<file path="src/rtl/wb_retire_buf.sv">
// Write-back stage with a DEPTH-entry in-order retire buffer draining into a stallable RF port.
// Optional same-cycle bypass of an entry pushed into an empty buffer: define WB_BYPASS_EN.
module wb_retire_buf #(
   parameter int unsigned  DATA_W = 32,
   parameter int unsigned  ADDR_W = 5,
   parameter int unsigned  DEPTH  = 2,
   localparam int unsigned BUS_W  = 1 + 3 * DATA_W + ADDR_W
) (
   input  logic                     clk,
   input  logic                     resetn,
   input  logic                     mem_wb_valid,
   output logic                     wb_allowin,
   input  logic [BUS_W-1:0]         mem_wb_bus,
   input  logic                     rf_wr_ready,
   output logic [ADDR_W+DATA_W:0]   wb_id_bus,
   output logic [2**ADDR_W-1:0]     pending_mask,
   output logic                     rf_we,
   output logic [ADDR_W-1:0]        rf_waddr,
   output logic [DATA_W-1:0]        rf_wdata,
   output logic [DATA_W-1:0]        debug_wb_pc,
   output logic [3:0]               debug_wb_rf_we,
   output logic [ADDR_W-1:0]        debug_wb_rf_wnum,
   output logic [DATA_W-1:0]        debug_wb_rf_wdata
);

   localparam int unsigned PTR_W = (DEPTH > 1) ? $clog2(DEPTH) : 1;
   localparam int unsigned CNT_W = $clog2(DEPTH + 1);

   logic [PTR_W-1:0]  wr_ptr_q, wr_ptr_d, rd_ptr_q, rd_ptr_d;
   logic [CNT_W-1:0]  count_q, count_d;

   // Payload storage is deliberately unreset; every consumer is gated by validity.
   logic              ent_gr_we  [DEPTH];
   logic [DATA_W-1:0] ent_pc     [DEPTH];
   logic [DATA_W-1:0] ent_result [DEPTH];
   logic [ADDR_W-1:0] ent_dest   [DEPTH];

   logic              in_gr_we;
   logic [DATA_W-1:0] in_pc, in_inst, in_result;
   logic [ADDR_W-1:0] in_dest;
   logic              unused_inst;

   logic              push, pop, pop_stored, store, stored_valid, bypass;
   logic              head_valid, head_gr_we;
   logic [DATA_W-1:0] head_pc, head_result;
   logic [ADDR_W-1:0] head_dest;

   assign in_gr_we    = mem_wb_bus[BUS_W-1];
   assign in_pc       = mem_wb_bus[ADDR_W+2*DATA_W +: DATA_W];
   assign in_inst     = mem_wb_bus[ADDR_W+DATA_W +: DATA_W];
   assign in_result   = mem_wb_bus[ADDR_W +: DATA_W];
   assign in_dest     = mem_wb_bus[ADDR_W-1:0];
   assign unused_inst = ^in_inst;

   function automatic logic [PTR_W-1:0] ptr_inc(input logic [PTR_W-1:0] p);
      return (p == PTR_W'(DEPTH - 1)) ? '0 : p + PTR_W'(1);
   endfunction

   assign wb_allowin   = (count_q != CNT_W'(DEPTH));
   assign push         = mem_wb_valid & wb_allowin;
   assign stored_valid = (count_q != '0);

   always_comb begin
      head_valid  = stored_valid;
      head_gr_we  = ent_gr_we[rd_ptr_q];
      head_pc     = ent_pc[rd_ptr_q];
      head_result = ent_result[rd_ptr_q];
      head_dest   = ent_dest[rd_ptr_q];
      bypass      = 1'b0;
`ifdef WB_BYPASS_EN
      // resetn gate keeps a held mem_wb_valid from producing a write during reset.
      if (push && !stored_valid && resetn) begin
         bypass      = 1'b1;
         head_valid  = 1'b1;
         head_gr_we  = in_gr_we;
         head_pc     = in_pc;
         head_result = in_result;
         head_dest   = in_dest;
      end
`endif
   end

   assign pop        = head_valid & (~head_gr_we | rf_wr_ready);
   assign pop_stored = pop & ~bypass;
   // A bypassed entry that retires immediately never occupies a slot.
   assign store      = push & ~(bypass & pop);

   always_comb begin
      wr_ptr_d = wr_ptr_q;
      rd_ptr_d = rd_ptr_q;
      count_d  = count_q;
      if (store)      wr_ptr_d = ptr_inc(wr_ptr_q);
      if (pop_stored) rd_ptr_d = ptr_inc(rd_ptr_q);
      if (store && !pop_stored)      count_d = count_q + CNT_W'(1);
      else if (!store && pop_stored) count_d = count_q - CNT_W'(1);
   end

   always_ff @(posedge clk or negedge resetn) begin
      if (!resetn) begin
         wr_ptr_q <= '0;
         rd_ptr_q <= '0;
         count_q  <= '0;
      end else begin
         wr_ptr_q <= wr_ptr_d;
         rd_ptr_q <= rd_ptr_d;
         count_q  <= count_d;
      end
   end

   always_ff @(posedge clk) begin
      if (store) begin
         ent_gr_we[wr_ptr_q]  <= in_gr_we;
         ent_pc[wr_ptr_q]     <= in_pc;
         ent_result[wr_ptr_q] <= in_result;
         ent_dest[wr_ptr_q]   <= in_dest;
      end
   end

   always_comb begin
      logic [PTR_W-1:0] idx;
      idx          = rd_ptr_q;
      pending_mask = '0;
      for (int k = 0; k < int'(DEPTH); k++) begin
         if (k < int'(count_q) && ent_gr_we[idx] && ent_dest[idx] != '0) begin
            pending_mask[ent_dest[idx]] = 1'b1;
         end
         idx = ptr_inc(idx);
      end
`ifdef WB_BYPASS_EN
      if (bypass && in_gr_we && in_dest != '0) pending_mask[in_dest] = 1'b1;
`endif
   end

   assign rf_we             = head_valid & head_gr_we;
   assign rf_waddr          = head_valid ? head_dest : '0;
   assign rf_wdata          = head_valid ? head_result : '0;
   assign wb_id_bus         = {rf_we, rf_waddr, rf_wdata};
   assign debug_wb_pc       = pop ? head_pc : '0;
   assign debug_wb_rf_we    = {4{pop & head_gr_we}};
   assign debug_wb_rf_wnum  = rf_waddr;
   assign debug_wb_rf_wdata = rf_wdata;

endmodule

</file>
<file path="config.mk">
export PLATFORM = sky130hd
export DESIGN_NAME = wb_retire_buf
export DESIGN_NICKNAME = d
export VERILOG_FILES = /design/src/rtl/wb_retire_buf.sv
export SDC_FILE = /design/constraint.sdc
export NUM_CORES = 1
export LEC_CHECK = 0
export CAP_MARGIN = 20
export CORE_MARGIN = 3
export CORE_UTILIZATION = 32
export DETAILED_ROUTE_END_ITERATION = 12
export GPL_ROUTABILITY_DRIVEN = 0
export GPL_TIMING_DRIVEN = 0
export PLACE_DENSITY = 0.6
export SKIP_CTS_REPAIR_TIMING = 1
export SLEW_MARGIN = 20
export SYNTH_ARGS = -nofsm -noshare
export SYNTH_HDL_FRONTEND = slang
export SYNTH_SLANG_ARGS = --single-unit
</file>
<file path="constraint.sdc">
create_clock -name clk -period 5 [get_ports clk]
set_input_delay 1.25 -clock clk [delete_from_list [all_inputs] [get_ports clk]]
set_output_delay 1.25 -clock clk [all_outputs]
set_load 0.03 [all_outputs]
</file>
After elaboration in Yosys (flattened, before gate mapping)
Memory sizes are Yosys's and may differ from the RTL's.
Cells that the tools add are included.
{ "op_classes": {"n_addsub": 4, "magnitude_cmp": 6, "eq_ne": 1, "muxes": 15, "n_bitwise": 7, "reduce_logical": 14} }
{ "ops": {"columns": ["cell", "count"], "rows": [
  ["2-to-1 mux 32 bit", 4],
  ["bitwise OR 32 bit", 1],
  ["< comparator 5 x 6 -> 1 bit (second input constant)", 2],
  ["demux 1 bit (select 5 bit)", 2],
  [">= comparator 5 x 1 -> 1 bit (second input constant)", 2],
  ["nonzero test 5 bit", 2],
  ["logical AND 1 bit", 8],
  ["2-to-1 mux 1 bit", 6],
  ["2-to-1 mux 5 bit", 1],
  ["AND 1 bit", 4],
  ["< comparator 1 x 2 -> 1 bit (first input constant)", 2],
  ["2-to-1 mux 2 bit", 2],
  ["nonzero test 2 bit", 2],
  ["adder 1 bit (second input constant)", 2],
  ["adder 2 x 1 -> 2 bit (second input constant)", 1],
  ["zero test 1 bit", 2],
  ["!= test 2 bit (second input constant)", 1],
  ["subtractor 2 x 1 -> 2 bit (second input constant)", 1],
  ["NOT 1 bit", 1],
  ["bitwise OR 1 bit", 1]
]} }
{ "word_totals": {"register_bits": 4, "mem_bits_rw": 140, "input_bits": 106, "output_inout_bits": 182, "mem_count": 4} }
{ "memory_table": {"columns": ["memory", "words", "word_bits", "rd", "rd_clocked_by_memory_dff", "wr", "line_no", "source"], "rows": [
  ["ent_pc", 2, 32, 1, 0, 1, "34", "logic [DATA_W-1:0] ent_pc [DEPTH];"],
  ["ent_result", 2, 32, 1, 0, 1, "35", "logic [DATA_W-1:0] ent_result [DEPTH];"],
  ["ent_dest", 2, 5, 2, 0, 1, "36", "logic [ADDR_W-1:0] ent_dest [DEPTH];"],
  ["ent_gr_we", 2, 1, 2, 0, 1, "33", "logic ent_gr_we [DEPTH];"]
]} }

Logic depth before layout (Yosys ltp)
Gate-level depths: netlist of the first run.
An unclocked memory read counts as a cell.
{ "depth": {"ltp_word": 9, "mapped_depth": 7} }

Least setup slack after synthesis of the first run
Ideal clock, no wire load.
{ "synth_timing": {"path_kind": "input -> register", "startpoint": "input port mem_wb_valid", "endpoint": "memory ent_dest[0][0], enable pin", "setup_time_ns": 0.507, "arrival_ns": 4.626, "required_ns": 4.493, "setup_slack_ns": -0.133, "cell_stages": 2, "n_path_buf": 0, "cell_sequence": "nor2b_1 nor2b_1"} }
{ "synth_via": {"elab_chain_len": 3} }
{ "synth_lines": {"columns": ["element", "line_no", "source"], "rows": [
  ["from (decl)", "11", "input logic mem_wb_valid,"],
  ["AND 1 bit", "60", "assign push = mem_wb_valid & wb_allowin;"],
  ["2-to-1 mux 1 bit", "111", "if (store) begin"],
  ["2-to-1 mux 1 bit (not written as such)", "115", "ent_dest[wr_ptr_q] <= in_dest;"],
  ["to (decl)", "36", null]
]} }
No other way between the ends.

Worst setup path after layout of the first run
{ "layout_timing": {"startpoint": "input port rf_wr_ready", "endpoint": "output port debug_wb_pc[2]"} }
{ "layout_via": {"elab_chain_len": 3} }
{ "layout_lines": {"columns": ["element", "line_no", "source"], "rows": [
  ["from (decl)", "14", "input logic rf_wr_ready,"],
  ["bitwise OR 1 bit", "83", "assign pop = head_valid & (~head_gr_we | rf_wr_ready);"],
  ["AND 1 bit", "83", null],
  ["2-to-1 mux 32 bit", "138", "assign debug_wb_pc = pop ? head_pc : '0;"],
  ["to (decl)", "20", "output logic [DATA_W-1:0] debug_wb_pc,"]
]} }
No other way between the ends.

==> results of run 1 <==
layout make-up:
cell class	count	area [um^2]
buffer	102	713
timing repair buffer	258	2630
clock buffer	18	429
clock inverter	14	166
tap	270	338
sequential	144	4300
fill	1839	10200
inverter	3	11.3
multi-input combinational	252	1790
registers in the layout, indices dropped and copies added (netlist names):
name	count
ent_pc	64
ent_result	64
ent_dest	10
rd_ptr_q	1
wr_ptr_q	1
count_q	2
ent_gr_we	2
critical path, stage by stage:
cell	delay, ns
clkdlybuf4s50_1	0.43
o21bai_2	0.40
clkbuf_1	0.42
nor2_1	0.13
clkdlybuf4s50_1	0.61
logic make-up (layout without fill, tap and decap cells):
logic type	count (synthesis)	after routing	share of synthesized area, %
multiplexers	75	75	11.1
XOR/XNOR	4	4	0.515
adder cells (fa/ha/maj)	4	4	0.735
other	1	1	0.0551
AND/OR/NAND/NOR	111	111	8.11
flip-flops	144	144	63.2
AO/OA/AOI/OAI	57	57	5.61
buffers and inverters	105	395	10.6
worst paths after layout:
path | start | to | slack, ns | cells past startpoint
min reg2reg | count_q[0]$_DFFE_PN0P_ | count_q[0]$_DFFE_PN0P_ | 0.51 | 1
min in group asynchronous | resetn | wr_ptr_q$_DFFE_PN0N_ | 1.04 | 1
min | count_q[0]$_DFFE_PN0P_ | count_q[0]$_DFFE_PN0P_ | 0.51 | 1
max reg2reg | count_q[0]$_DFFE_PN0P_ | ent_pc[1][7]$_DFFE_PP_ | 2.91 | 5
max in group asynchronous | resetn | rd_ptr_q$_DFFE_PN0P_ | 3.78 | 1
max | rf_wr_ready | debug_wb_pc[2] | 0.50 | 5
layout by cell type (no fill, tap or decap), types with 4 or more instances in the layout:
cell type        synthesis  layout
clkdlybuf4s50_1          0     254
clkbuf_16                0      17
o21ai_0                  6       6
dfrtp_1                  4       4
nor3b_1                  9       9
o21ai_1                 10      10
clkbuf_1                 6       7
edfxtp_1               140     140
buf_2                   10      10
and3b_1                  9       9
o22ai_1                 31      31
nor2_1                  73      73
buf_4                   82      82
mux2i_1                 71      71
ha_1                     4       4
per-stage QoR:
stage,setup slack (ns),hold slack (ns)
floorplan,1.20,0.473
global placement,-0.397,0.488
detailed placement,0.435,0.497
CTS,0.432,0.510
global route,0.340,0.529
finish,0.496,0.512
Yosys cell counts (2+ instances only):
| cell type | n |
|---|---|
| edfxtp_1 | 140 |
| buf_4 | 82 |
| nor2_1 | 73 |
| mux2i_1 | 71 |
| o22ai_1 | 31 |
| buf_2 | 10 |
| o21ai_1 | 10 |
| and3b_1 | 9 |
| nor3b_1 | 9 |
| clkbuf_1 | 6 |
| o21ai_0 | 6 |
| dfrtp_1 | 4 |
| ha_1 | 4 |
| a211o_1 | 3 |
| and3_1 | 3 |
| inv_1 | 3 |
| mux2_2 | 3 |
| nand3b_1 | 3 |
| nor2b_1 | 3 |
| nor3_1 | 3 |
| o211ai_2 | 3 |
| and2_1 | 2 |
| clkbuf_2 | 2 |
| o211ai_1 | 2 |
| xnor2_1 | 2 |
| xor2_1 | 2 |
power groups by stage:
stage | logic [mW] | clock network, mW | registers [mW]
floorplan | 3.11 | 0 | 1.75
global placement | 4.90 | 0 | 1.78
detailed placement | 5.00 | 0 | 1.76
CTS | 5.02 | 1.30 | 1.73
global route | 5.22 | 1.36 | 1.75
finish | 4.95 | 1.26 | 1.73
layer usage:
metal	part of all wire (%)	wire, um
met5	0	0
met4	1.9	337
met3	7.2	1250
met2	52	9030
met1	39	6820
==> metrics.txt, run 1 <==
gr ovfl total=0; Synth Net Count=611; Syn-to-layout area delta=52.5%; minimum clock period=4.50 ns; Clock Skew=0.00437 ns; largest net degree at the start of global routing=between 40 and 50; Final #Nets=888; Clock Power Share=15.9%; post-synth top area cell=edfxtp_1; switch share=between 40% and 50%; busiest layer in global routing=met2; total number of vias=between 4k and 5k; CTS Buf Count=17; Top FF cell, synth=edfxtp_1; layout cell share with drive strength beyond 1=between 10% and 20%; worst min-delay path class=register to register; row count=52; # setup viols final=0; Cells after Synth=around 500; syn avg cell area=13.6 um^2; Ant. Diodes=0; Crit Path Max Fanout=10; sequential share of power=between 20 and 25%; Tcrit/Tclk final=between 90% and 100%; vias per std cell=about 4.6; max-slew violations=0; Critical Path RT=roughly 3.8 ns; Worst-Skew Late Latency=just over 0.4 ns; TritonCTS clock tree=done; Post-DP HPWL=13000 um; drt first pass iters=4; # IOs=288; type of the worst setup path=input port to output pin; Final ANT Viol Nets=0; Leak=a little under 4 nW; Placed Area=slightly below 10000 um^2; P_int=4.56 mW; ys async rst share=roughly 2.8%; die area=roughly 23000 um^2; Final Non-Filler Cells=about 1.1k; drt initial violations=between 150 and 200; antenna violations before repair=0; core area=20600 um^2; final hold vios=0; first-pass GRT wire length=~27000 um; total power per unit cell area=between 700 and 800 nW/um^2; root buffer cell=clkbuf_16; met2 usage=between 20% and 30%; CP Capture Type=output pin; fin area=approximately 10000 um^2; Die W=about 150 um; largest cells by area after synthesis=edfxtp_1 62%, mux2i_1 10%, buf_4 9.0%, nor2_1 4.0%, o22ai_1 2.8%; Sw Pwr=roughly 3.4 mW; port buffer count=254; Slew HR=between 50 and 60%; Max VDD drop=about 0.4 mV; die extent in y=approximately 150 um; post-synthesis cell type count=38; dpl cells=about 1.0k; Comb pwr share=a little over 60%; clk buf depth=2; Slew @ Worst Pin=between 0.6 and 0.7 ns; total power=roughly 7.9 mW; Worst Path Arrival=3.25 ns; RSZ-0062 raised after global routing=false; Max H-tree Level=4; number of synthesized flops with an enable pin=140; clk slew on worst S/H paths=about 0.060 ns; status=complete, no violations; Starting Density=between 30% and 40%; sequential share of the synthesized area=between 60% and 70%; vias in the first global route=about 5.1k; WL/cell=16.4 um; synthesis warning total=0; final design utilization=50.5%; synthesized area=~6800 um^2; Fmax=222 MHz; routed wire length=17400 um; CP startpoint kind=input port; TNS Setup=0 ns; MaxCap Viol Count=0; post-synthesis register bit count=roughly 140; DRC=0; post-synth top area share=61.8%; GR Util met1=approximately 16%; GR Util All Layers=between 10% and 20%; CTS sink count=between 100 and 150; met3 global-route usage=under 10%
Note: power is estimated with default switching activity, not from simulation.
==> run 2, diff against run 1 <==
--- a/config.mk
+++ b/config.mk
@@ -6,12 +6,14 @@
 export NUM_CORES = 1
 export LEC_CHECK = 0
 export CAP_MARGIN = 20
+export CELL_PAD_IN_SITES_DETAIL_PLACEMENT = 1
+export CELL_PAD_IN_SITES_GLOBAL_PLACEMENT = 1
 export CORE_MARGIN = 3
 export CORE_UTILIZATION = 32
 export DETAILED_ROUTE_END_ITERATION = 12
 export GPL_ROUTABILITY_DRIVEN = 0
 export GPL_TIMING_DRIVEN = 0
-export PLACE_DENSITY = 0.6
+export PLACE_DENSITY_LB_ADDON = 0.12
 export SKIP_CTS_REPAIR_TIMING = 1
 export SLEW_MARGIN = 20
 export SYNTH_ARGS = -nofsm -noshare
==> metrics.txt, run 2 (synthesis gave the netlist of run 1 again) <==
gr ovfl total=0; Die W=between 150 and 200 um; CTS sink count=144; Max VDD drop=0.328 mV; Starting Density=33.1%; Post-DP HPWL=~14000 um; port buffer count=approximately 250; vias per std cell=~4.7; RSZ-0062 raised after global routing=false; largest net degree at the start of global routing=43; Slew HR=around 54%; first-pass GRT wire length=roughly 30000 um; die extent in y=between 150 and 200 um; Tcrit/Tclk final=between 90% and 100%; P_int=about 4.6 mW; total power per unit cell area=772 nW/um^2; Comb pwr share=62.2%; row count=52; total power=between 8 and 9 mW; die area=between 20000 and 25000 um^2; drt first pass iters=4; MaxCap Viol Count=0; Worst Path Arrival=approximately 3.3 ns; hold-critical path depth=1; max-slew violations=0; CP Capture Type=output pin; clk slew on worst S/H paths=0.06 ns; Crit Path Max Fanout=10; Syn-to-layout area delta=53.0%; WL/cell=between 15 and 20 um; clk buf depth=2; sequential share of power=21.6%; drt initial violations=200; Ant. Diodes=0; vias in the first global route=between 5k and 6k; Reg2Reg Depth=6; antenna violations before repair=1; Fmax=between 200 and 250 MHz; switch share=between 40% and 50%; Final ANT Viol Nets=0; final hold vios=0; Max H-tree Level=4; Sw Pwr=between 3 and 4 mW; # setup viols final=0; most common cell after layout, fill and taps aside=clkdlybuf4s50_1; Leak=between 3 and 4 nW; routed wire length=about 19000 um; Final #Nets=a little under 900; most frequent cells in the layout=254 x clkdlybuf4s50_1, 140 x edfxtp_1, 82 x buf_4, 73 x nor2_1, 71 x mux2i_1; layout cell share with drive strength beyond 1=between 10% and 20%; Slew @ Worst Pin=between 0.6 and 0.7 ns; core area=between 20000 and 25000 um^2; TNS Setup=0 ns; CTS Buf Count=17; total number of vias=~5k; # IOs=about 290; type of the worst setup path=input port to output pin; TritonCTS clock tree=done; Critical Path RT=3.75 ns; root buffer cell=clkbuf_16; Regs by FF count=ent_pc: 64 flops, ent_result: 64 flops, ent_dest: 10 flops; GR Util All Layers=16.4%; worst min-delay path class=register to register; Worst-Skew Late Latency=about 0.42 ns; status=complete, no violations; DRC=0; minimum clock period=roughly 4.6 ns; Clock Skew=around 0.012 ns; Clock Power Share=16.2%; CP startpoint kind=input port
-- run 2: path summary, 6_finish.rpt --
| check | slack, ns | endpoint | start |
|---|---|---|---|
| max | 0.44 | debug_wb_pc[15] | rf_wr_ready |
| min | 0.52 | count_q[0]$_DFFE_PN0P_ | count_q[0]$_DFFE_PN0P_ |
| max reg2reg | 2.63 | ent_pc[0][12]$_DFFE_PP_ | count_q[0]$_DFFE_PN0P_ |
| min reg2reg | 0.52 | count_q[0]$_DFFE_PN0P_ | count_q[0]$_DFFE_PN0P_ |
| max in group asynchronous | 3.78 | count_q[0]$_DFFE_PN0P_ | resetn |
| min in group asynchronous | 1.04 | rd_ptr_q$_DFFE_PN0P_ | resetn |
-- run 2: metal layers --
metal	track usage (%)	up-vias	wire length, um
li1	-	2328	-
met1	18.7	2416	7730
met2	29.9	188	9970
met3	4.89	21	1190
met4	4.11	2	195
met5	0	-	7
-- run 2: critical path: stages --
cell and delay [ns]:
clkdlybuf4s50_1 0.44, o21bai_2 0.45, clkbuf_1 0.41, nor2_1 0.14, clkdlybuf4s50_1 0.62
-- run 2: cell type report --
cell class                      instances  area, um^2
Buffer                                102         713
Clock buffer                           19         433
Clock inverter                         13         179
Fill cell                            2130       10100
Inverter                                3        11.3
Multi-Input combinational cell        252        1790
Sequential cell                       144        4300
Tap cell                              270         338
Timing Repair Buffer                  258        2650
-- run 2: per-stage QoR --
stage	cells	worst slack, ns	utilization (%)	area, um^2	hold slack, ns
final	1061	0.437	50.6	10400	0.520
after global routing	1061	0.204	50.6	10400	0.555
after detailed placement	1029	0.394	47.7	9800	0.521
after global placement	1025	-0.516	47.1	9690	0.485
after CTS	1061	0.305	50.6	10400	0.529
after floorplan	501	1.20	-	6810	0.473
-- run 2: power by group through the flow --
stage / clock network [mW] / registers (mW) / logic (mW)
floorplan: 0 / 1.75 / 3.11
global placement: 0 / 1.78 / 4.92
detailed placement: 0 / 1.76 / 5.05
CTS: 1.34 / 1.74 / 5.08
global route: 1.39 / 1.76 / 5.29
finish: 1.31 / 1.74 / 5.00
==> run 3, diff against run 2 <==
--- a/config.mk
+++ b/config.mk
@@ -8,12 +8,11 @@
 export CAP_MARGIN = 20
 export CELL_PAD_IN_SITES_DETAIL_PLACEMENT = 1
 export CELL_PAD_IN_SITES_GLOBAL_PLACEMENT = 1
-export CORE_MARGIN = 3
 export CORE_UTILIZATION = 32
 export DETAILED_ROUTE_END_ITERATION = 12
 export GPL_ROUTABILITY_DRIVEN = 0
 export GPL_TIMING_DRIVEN = 0
-export PLACE_DENSITY_LB_ADDON = 0.12
+export PLACE_DENSITY_LB_ADDON = 0.05
 export SKIP_CTS_REPAIR_TIMING = 1
 export SLEW_MARGIN = 20
 export SYNTH_ARGS = -nofsm -noshare
==> metrics.txt, run 3 (synthesis gave the netlist of run 1 again) <==
status=complete, no violations; switch share=43.9%; Worst-Skew Late Latency=between 0.4 and 0.5 ns; clk buf depth=2; minimum clock period=approximately 4.5 ns; type of the worst setup path=input port to output pin; most frequent cells in the layout=254 x clkdlybuf4s50_1, 140 x edfxtp_1, 82 x buf_4, 73 x nor2_1, 71 x mux2i_1; CP startpoint kind=input port; RR Startpoint=count_q[0]$_DFFE_PN0P_; Crit Path Max Fanout=10; drt initial violations=around 220; Clock Power Share=~15%; Comb pwr share=roughly 63%; Die W=148 um; RSZ-0062 raised after global routing=false; most common cell after layout, fill and taps aside=clkdlybuf4s50_1; CTS Buf Count=17; layout cell share with drive strength beyond 1=roughly 18%; total number of vias=4886; hold-critical path depth=1; Fillers=about 2.1k; # setup viols final=0; Critical Path RT=roughly 3.8 ns; CP Capture Type=output pin; Fmax=between 200 and 250 MHz; routed wire length=roughly 19000 um; Worst R2R End=ent_pc[0][2]$_DFFE_PP_; Regs by FF count=ent_pc: 64 flops, ent_result: 64 flops, ent_dest: 10 flops; vias in the first global route=5075; Max VDD drop=0.447 mV; hold_ws=roughly 0.5 ns; Slew HR=roughly half; FF-to-FF setup slack=between 2 and 3 ns; clk slew on worst S/H paths=roughly 0.060 ns; DRC=0; MaxCap Viol Count=0; Ant. Diodes=0; Tcrit/Tclk final=90.3%; Sw Pwr=around 3.5 mW; die extent in y=148 um; CTS sink count=about 140; # IOs=about 290; row count=52; Starting Density=between 30 and 40%; largest net degree at the start of global routing=between 40 and 50; hold path endpoint=count_q[0]$_DFFE_PN0P_; FF+latch area=roughly 4300 um^2; max-slew violations=0; Post-DP HPWL=roughly 14000 um; Slew @ Worst Pin=between 0.7 and 0.8 ns; Multi-input gate area=1790 um^2; first-pass GRT wire length=between 20000 and 30000 um; Reg2Reg Depth=6; worst min-delay path class=register to register; final hold vios=0; P_int=4.43 mW; antenna violations before repair=0; WL/cell=between 15 and 20 um; Clock Skew=between 0.007 and 0.008 ns; TritonCTS clock tree=done; port buffer count=between 200 and 300; core area=20600 um^2; Max H-tree Level=4; root buffer cell=clkbuf_16; total power=about 8 mW; sequential share of power=22.0%; HP Start=count_q[0]$_DFFE_PN0P_; total power per unit cell area=763 nW/um^2; die area=roughly 22000 um^2; Leak=3.91 nW; Worst Path Arrival=3.27 ns; gr ovfl total=0; vias per std cell=roughly 4.6; drt first pass iters=6; GR Util All Layers=17.3%; Final #Nets=roughly 900; Final ANT Viol Nets=0; Syn-to-layout area delta=51.9%
run 3: changes by cell type in the layout (fill, tap and decap cells not counted), sizes merged:
| cell | before | now |
|---|---|---|
| bufinv | 3 | 0 |
| inv | 7 | 12 |
| clkinvlp | 1 | 2 |
| clkbuf | 27 | 25 |
| clkinv | 5 | 3 |
run 3: power by group through the flow:
stage                     Clock, mW  Combinational, mW  Sequential [mW]
after floorplan                   0               3.11             1.75
after global placement            0               4.90             1.78
after detailed placement          0               5.02             1.76
after CTS                      1.23               5.04             1.74
after global routing           1.27               5.26             1.76
final                          1.19               4.96             1.74
run 3: area by class of cell:
class                           instances  share of cell area, %
Sequential cell                       144                   41.6
Timing Repair Buffer                  258                   25.5
Multi-Input combinational cell        252                   17.3
Buffer                                102                   6.90
Clock buffer                           17                   4.11
Tap cell                              270                   3.27
Clock inverter                         14                   1.21
Inverter                                3                  0.109
run 3: per-layer routing:
layer | wire length [um] | GRT usage (%)
met5 | 0 | 0
met1 | 7520 | 19.5
met2 | 9790 | 31.3
met3 | 1200 | 4.85
met4 | 163 | 5.57
run 3: stage by stage:
stage / TNS (ns) / setup WS [ns] / std cells / instance area (um^2) / util, %
2_1_floorplan: 0 / 1.20 / 501 / 6810 / -
3_3_place_gp: -52.83 / -0.546 / 1025 / 9690 / 47.1
3_5_place_dp: 0 / 0.455 / 1029 / 9790 / 47.6
4_1_cts: 0 / 0.414 / 1060 / 10300 / 50.3
5_1_grt: 0 / 0.232 / 1060 / 10300 / 50.3
6_report: 0 / 0.485 / 1060 / 10300 / 50.3
run 3: worst max path at each step:
stage	startpoint	depth (start not counted)	slack [ns]	to
after floorplan	mem_wb_valid	2	1.20	ent_dest[0][0]$_DFFE_PP_
after global placement	mem_wb_valid	3	-0.55	ent_result[0][11]$_DFFE_PP_
after detailed placement	rf_wr_ready	5	0.45	debug_wb_pc[2]
after CTS	count_q[0]$_DFFE_PN0P_	7	0.41	rf_wdata[27]
after global routing	count_q[0]$_DFFE_PN0P_	7	0.23	wb_id_bus[33]
final	rf_wr_ready	5	0.48	debug_wb_pc[16]
run 3: critical path, cell delays in order:
cell,delay [ns]
clkdlybuf4s50_1,0.45
o21bai_2,0.38
clkbuf_1,0.43
nor2_1,0.13
clkdlybuf4s50_1,0.62
